## src/rtl/dbg_module.sv

```systemverilog
// Debug Module register target: dmcontrol/dmstatus/abstractcs/command/data0/data1
// and the abstract GPR-access handshake toward the core.
module dbg_module #(
  parameter int NGPR = 32
) (
  input  logic        clk,
  input  logic        reset,
  input  logic        dmi_valid,
  input  logic        dmi_wr,
  input  logic [6:0]  dmi_addr,
  input  logic [31:0] dmi_wdata,
  output logic [31:0] dmi_rdata,
  output logic        dbg_halt_req,
  output logic        dbg_resume_req,
  output logic        ndmreset,
  input  logic        core_halted,
  output logic        dbg_reg_req,
  output logic        dbg_reg_we,
  output logic [4:0]  dbg_reg_addr,
  output logic [31:0] dbg_reg_wdata,
  input  logic        dbg_reg_ack,
  input  logic [31:0] dbg_reg_rdata
);

  localparam logic [6:0] A_DATA0 = 7'h04;
  localparam logic [6:0] A_DATA1 = 7'h05;
  localparam logic [6:0] A_DMCTL = 7'h10;
  localparam logic [6:0] A_DMSTS = 7'h11;
  localparam logic [6:0] A_ACS   = 7'h16;
  localparam logic [6:0] A_CMD   = 7'h17;

  localparam logic [2:0] ERR_NONE = 3'd0;
  localparam logic [2:0] ERR_BUSY = 3'd1;
  localparam logic [2:0] ERR_NSUP = 3'd2;
  localparam logic [2:0] ERR_HALT = 3'd4;

  typedef enum logic {
    S_IDLE,
    S_REQ
  } state_t;

  state_t      state_q;
  state_t      state_d;

  logic        dmactive_q;
  logic        haltreq_q;
  logic        ndmreset_q;
  logic        pending_q;
  logic        resumeack_q;
  logic [2:0]  cmderr_q;
  logic [31:0] data0_q;
  logic [31:0] data1_q;
  logic        reg_we_q;
  logic [4:0]  reg_addr_q;
  logic [31:0] reg_wdata_q;
  logic [31:0] rdata_q;

  logic        wr;
  logic        rd;
  logic        wr_d0;
  logic        wr_d1;
  logic        wr_ctl;
  logic        wr_acs;
  logic        wr_cmd;
  logic        in_req;
  logic        busy;
  logic        busy_err;
  logic [31:0] regno_ext;
  logic        cmd_legal;
  logic        cmd_xfer;
  logic        cmd_eval;
  logic        cmd_start;
  logic        ctl_clear;
  logic        resume_wr;
  logic [31:0] rd_mux;

  assign wr     = dmi_valid & dmi_wr;
  assign rd     = dmi_valid & ~dmi_wr;
  assign wr_d0  = wr && (dmi_addr == A_DATA0);
  assign wr_d1  = wr && (dmi_addr == A_DATA1);
  assign wr_ctl = wr && (dmi_addr == A_DMCTL);
  assign wr_acs = wr && (dmi_addr == A_ACS);
  assign wr_cmd = wr && (dmi_addr == A_CMD);

  // An orphaned request after deactivation is not visible as busy
  assign in_req = (state_q == S_REQ);
  assign busy   = in_req & dmactive_q;

  assign busy_err = busy &&
    (wr_cmd || wr_acs || wr_d0 || wr_d1 ||
     (rd && (dmi_addr == A_DATA0)));

  assign regno_ext = {16'd0, dmi_wdata[15:0]};
  assign cmd_legal = (dmi_wdata[31:24] == 8'd0) &&
                     (dmi_wdata[22:20] == 3'd2) &&
                     (regno_ext >= 32'h1000) &&
                     (regno_ext < 32'h1000 + 32'(NGPR));
  assign cmd_xfer  = dmi_wdata[17];

  // Commands are only evaluated with no sticky error pending
  assign cmd_eval  = wr_cmd && dmactive_q && !in_req &&
                     (cmderr_q == ERR_NONE);
  assign cmd_start = cmd_eval && cmd_legal && cmd_xfer && core_halted;

  assign ctl_clear = wr_ctl && !dmi_wdata[0];
  assign resume_wr = wr_ctl && dmi_wdata[30] && !dmi_wdata[31];

  assign dbg_halt_req   = haltreq_q;
  assign dbg_resume_req = pending_q;
  assign ndmreset       = ndmreset_q;
  assign dbg_reg_req    = in_req;
  assign dbg_reg_we     = reg_we_q;
  assign dbg_reg_addr   = reg_addr_q;
  assign dbg_reg_wdata  = reg_wdata_q;
  assign dmi_rdata      = rdata_q;

  // Register read multiplexer
  always_comb begin
    rd_mux = 32'd0;
    case (dmi_addr)
      A_DATA0: rd_mux = data0_q;
      A_DATA1: rd_mux = data1_q;
      A_DMCTL: rd_mux = {haltreq_q, 29'd0, ndmreset_q, dmactive_q};
      A_DMSTS: rd_mux = {14'd0, resumeack_q, resumeack_q, 4'd0,
                         !core_halted, !core_halted,
                         core_halted, core_halted,
                         1'b1, 3'd0, 4'd2};
      A_ACS:   rd_mux = {3'd0, 5'd0, 11'd0, busy, 1'b0,
                         cmderr_q, 4'd0, 4'd2};
      default: rd_mux = 32'd0;
    endcase
  end

  // Abstract command FSM next state
  always_comb begin
    state_d = state_q;
    case (state_q)
      S_IDLE: if (cmd_start) state_d = S_REQ;
      S_REQ:  if (dbg_reg_ack) state_d = S_IDLE;
      default: state_d = S_IDLE;
    endcase
  end

  // Abstract command FSM state register
  always_ff @(posedge clk or posedge reset) begin
    if (reset) state_q <= S_IDLE;
    else       state_q <= state_d;
  end

  // Handshake payload, latched at command start and held during REQ
  always_ff @(posedge clk or posedge reset) begin
    if (reset) begin
      reg_we_q    <= 1'b0;
      reg_addr_q  <= 5'd0;
      reg_wdata_q <= 32'd0;
    end else if (cmd_start) begin
      reg_we_q    <= dmi_wdata[16];
      reg_addr_q  <= dmi_wdata[4:0];
      reg_wdata_q <= data0_q;
    end
  end

  // Read data capture, held until the next read
  always_ff @(posedge clk or posedge reset) begin
    if (reset)   rdata_q <= 32'd0;
    else if (rd) rdata_q <= rd_mux;
  end

  // Debug register state: control, resume tracking, errors, data
  always_ff @(posedge clk or posedge reset) begin
    if (reset) begin
      dmactive_q  <= 1'b0;
      haltreq_q   <= 1'b0;
      ndmreset_q  <= 1'b0;
      pending_q   <= 1'b0;
      resumeack_q <= 1'b0;
      cmderr_q    <= ERR_NONE;
      data0_q     <= 32'd0;
      data1_q     <= 32'd0;
    end else if (ctl_clear) begin
      dmactive_q  <= 1'b0;
      haltreq_q   <= 1'b0;
      ndmreset_q  <= 1'b0;
      pending_q   <= 1'b0;
      resumeack_q <= 1'b0;
      cmderr_q    <= ERR_NONE;
      data0_q     <= 32'd0;
      data1_q     <= 32'd0;
    end else begin
      if (wr_ctl) begin
        dmactive_q <= 1'b1;
        haltreq_q  <= dmi_wdata[31];
        ndmreset_q <= dmi_wdata[1];
      end
      if (resume_wr) begin
        pending_q   <= 1'b1;
        resumeack_q <= 1'b0;
      end else if (pending_q && !core_halted) begin
        pending_q   <= 1'b0;
        resumeack_q <= 1'b1;
      end
      if (dmactive_q) begin
        if (busy) begin
          if (busy_err && (cmderr_q == ERR_NONE))
            cmderr_q <= ERR_BUSY;
        end else if (wr_acs) begin
          cmderr_q <= cmderr_q & ~dmi_wdata[10:8];
        end else if (cmd_eval && !cmd_legal) begin
          cmderr_q <= ERR_NSUP;
        end else if (cmd_eval && cmd_xfer && !core_halted) begin
          cmderr_q <= ERR_HALT;
        end
        if (in_req && dbg_reg_ack && !reg_we_q)
          data0_q <= dbg_reg_rdata;
        else if (!busy && wr_d0)
          data0_q <= dmi_wdata;
        if (!busy && wr_d1)
          data1_q <= dmi_wdata;
      end
    end
  end

endmodule

```

## config.mk

```make
export PLATFORM = sky130hd
export DESIGN_NAME = dbg_module
export DESIGN_NICKNAME = d
export VERILOG_FILES = /design/src/rtl/dbg_module.sv
export SDC_FILE = /design/constraint.sdc
export NUM_CORES = 1
export LEC_CHECK = 0
export ABC_AREA = 1
export CAP_MARGIN = 40
export CORE_MARGIN = 3
export CORE_UTILIZATION = 46
export CTS_CLUSTER_DIAMETER = 200
export DETAILED_ROUTE_END_ITERATION = 6
export GPL_ROUTABILITY_DRIVEN = 0
export PLACE_DENSITY_LB_ADDON = 0.1
export SYNTH_ARGS = -nofsm -noshare
export SYNTH_HDL_FRONTEND = slang
export SYNTH_SLANG_ARGS = --single-unit
```

## constraint.sdc

```tcl
create_clock -name clk -period 4.9 [get_ports clk]
set_input_delay 0.98 -clock clk [delete_from_list [all_inputs] [get_ports clk]]
set_output_delay 0.98 -clock clk [all_outputs]
set_load 0.02 [all_outputs]
```

==> reports/qor.txt <==
outcome = finished, final reports clean
Core Region = 0.0141 mm²
Worst Path Arrival = 3610 ps
ant diodes = 0
met3 Resource Use GR = 0.0602
die height = 127 µm
Final Non-Filler Cells = 1,135
Sink Count = 143
Cell Rows = 43
switching power = 0.650 mW
Netlist cell types = 32
WS Path Type = in2reg
initial antenna violation count = 0
#FFs+latches synth = 143
post-synthesis adder-cell area fraction = 0
DRC Markers = 0
Final Hold Vio Count = 0
root buffer cell = clkbuf_16
Tcrit/Tclk final = 0.672
post-detail-place hpwl = 13,600 µm
post-layout minimum cycle time = 3290 ps
post-placement cell count = 1,103
number of vias per cell = 5.35
Worst setup SP type = primary input
Crit. End Element = register
Post-synth EDFFs = 0
Main synth FF type = dfrtp_1
later-pin clock latency in the skew report = 430 ps
via count = 6,074
CTS Hold Buffers Added = 0
routed length per placed instance = 17.3 µm
area fraction in compound gates after synthesis = 0.146
top cells by count, synth = 245 x nand2_1, 143 x dfrtp_1, 87 x inv_1
leakage = 4.20 nW
vias in the first global route = 6,195
# Max-Cap Violations = 0
Slew @ Worst Pin = 773 ps
most common cell in the netlist = nand2_1
setup_tns = 0 ps
Mapped Nets = 883
area share of and/or/nand/nor cells after synthesis = 0.236
PwrDens = 315 mW/mm²
nets = 1,019
synth top area cells = dfrtp_1 53%, nand2_1 14%, o211ai_1 6.2%, inv_1 4.8%, o21ai_1 4.1%
maximum number of pins on one net before global-route repair = 86
Reg power frac = 0.437
global routing's busiest layer = met2
instance area at placement = 0.00842 mm²
I/O pin total = 151
Starting Density = 0.480
multiplexer share of the synthesized area = 0.00147
count of input and output buffers = 150
top cell type by total area after synthesis = dfrtp_1
Mapped Area = 0.00679 mm²
met1 Track Usage GR = 0.340
Yosys warnings = 0
Rel. slew slack = 0.484
Post-Syn Instances = 806
worst-case clock buffer depth = 2
number of routed nets with antenna violations = 0
CTS resizes = 0
die width = 127 µm
clock skew = 6.61 ps
largest family of logic cells by synthesized area = simple AND/OR/NAND/NOR gates
VDD IR-drop max = 0.000222 V
Post-Synth XOR/XNOR Area = 0
syn avg cell area = 8.42 µm²
Pre-antenna DRT Iters = 5
top-area cell type share of the netlist area = 0.527
fin. max-slew vios = 0
register area share after synthesis = 0.527
layout cells sized above 1 = 0.0681
# setup viols final = 0
total grt overflow = 0
setup bufs post-CTS = 0
Util after Layout = 0.639
Async SR Flop Fraction = 1.00
Int Pwr = 2.20 mW
pre-CTS setup slack = 1190 ps
Reg2Reg Setup Slack = 2580 ps
Reg clk slew, reported paths = 60 ps
Worst Slack Setup Final = 1610 ps
CTS buffer count = 17
Fmax = 304 MHz
H-tree levels = 4
clock power share = 0.482
CP Data Required Time = 5220 ps
die area = 0.0163 mm²
number of DRC markers in iteration 0 = 531
worst-path fanout max = 39
GRT Total Usage = 0.252
met2 Usage GRT = 0.399
CTS tree = built
unrepaired setup endpoints after global routing = no
combinational power share = 0.081
Hold Crit Class = reg2reg
first-pass GRT wire length = 31,900 µm
Area growth syn-to-layout = 33.2%
Sw Ratio = 0.228
final WL = 19,600 µm
Finished Cell Area = 0.00904 mm²
## cell usage in the layout, fill, tap and decap left out, drive strengths merged
cell / Yosys / final
o21ai: 85 / 85
a21oi: 11 / 11
buf: 24 / 10
clkbuf: 19 / 21
o31ai: 3 / 3
mux2i: 1 / 1
nand3b: 32 / 32
clkinvlp: 0 / 3
nand3: 35 / 35
nor3b: 1 / 1
dfrtp: 143 / 143
inv: 96 / 96
clkinv: 1 / 5
or2: 1 / 1
nand2: 252 / 252
a221oi: 1 / 1
o211ai: 56 / 56
nor3: 2 / 2
o22ai: 5 / 5
o311ai: 1 / 1
bufinv: 0 / 4
nor2: 35 / 35
clkdlybuf4s50: 0 / 150
nand4: 2 / 2
## final cells by class
class                      instances  area [µm²]
clock buffer                      21         460
fill                            1233        5110
inverter                          97         369
tap                              180         225
clock inverter                    11         163
timing repair buffer             160        1630
multi-input combinational        523        2620
sequential                       143        3580
## state kept, by name (all words and copies together), names as in the netlist
name            flops
ndmreset            1
cmderr_q            3
data1_q            32
dmi_rdata          32
dbg_resume_req      1
dbg_halt_req        1
dmactive_q          1
dbg_reg_addr        5
dbg_reg_we          1
resumeack_q         1
data0_q            32
dbg_reg_req         1
dbg_reg_wdata      32
## kinds of logic after synthesis
| logic type | after synthesis |
|---|---|
| compound gates | 162 |
| simple gates | 360 |
| flops | 143 |
| buf+inv | 140 |
| mux | 1 |
## per-stage QoR
| step | hold slack [ps] | total power, mW |
|---|---|---|
| 2_1_floorplan | 442 | 1.37 |
| 3_3_place_gp | 455 | 1.49 |
| 3_5_place_dp | 459 | 1.49 |
| 4_1_cts | 474 | 2.86 |
| 5_1_grt | 481 | 2.94 |
| 6_report | 472 | 2.85 |
## power by group through the flow
stage	Sequential, mW	Clock [mW]	Combinational [mW]
after floorplan	1.26	0	0.113
after global placement	1.26	0	0.222
after detailed placement	1.26	0	0.230
after CTS	1.24	1.39	0.232
after global routing	1.25	1.44	0.258
final	1.24	1.37	0.231
## layer usage
metal  vias up  part of all wire
met2       236              0.47
met3        40             0.063
met4         0             0.022
met5         -                 0
met1      2890              0.44
li1       2908                 -
## worst max-delay path, cell delays in order
cell	delay (ps)
clkdlybuf4s50_1	490
nand2_1	220
inv_1	210
nand3_4	120
inv_2	130
nand2_4	300
o311ai_4	190
buf_4	390
nand2_4	310
nand2_1	170
nand2_1	70
## worst paths after layout
check,from,to,cells past startpoint
setup / recovery,dmi_wr,data0_q[4]$_DFFE_PP0P_,11
hold / removal,data0_q[13]$_DFFE_PP0P_,data0_q[13]$_DFFE_PP0P_,2
setup reg to reg,dbg_reg_req$_DFF_PP0_,data0_q[4]$_DFFE_PP0P_,8
hold reg to reg,data0_q[13]$_DFFE_PP0P_,data0_q[13]$_DFFE_PP0P_,2
max in group asynchronous,reset,data0_q[1]$_DFFE_PP0P_,4
min in group asynchronous,reset,dbg_reg_wdata[19]$_DFFE_PP0P_,2
Note: power is estimated with default switching activity, not from simulation.
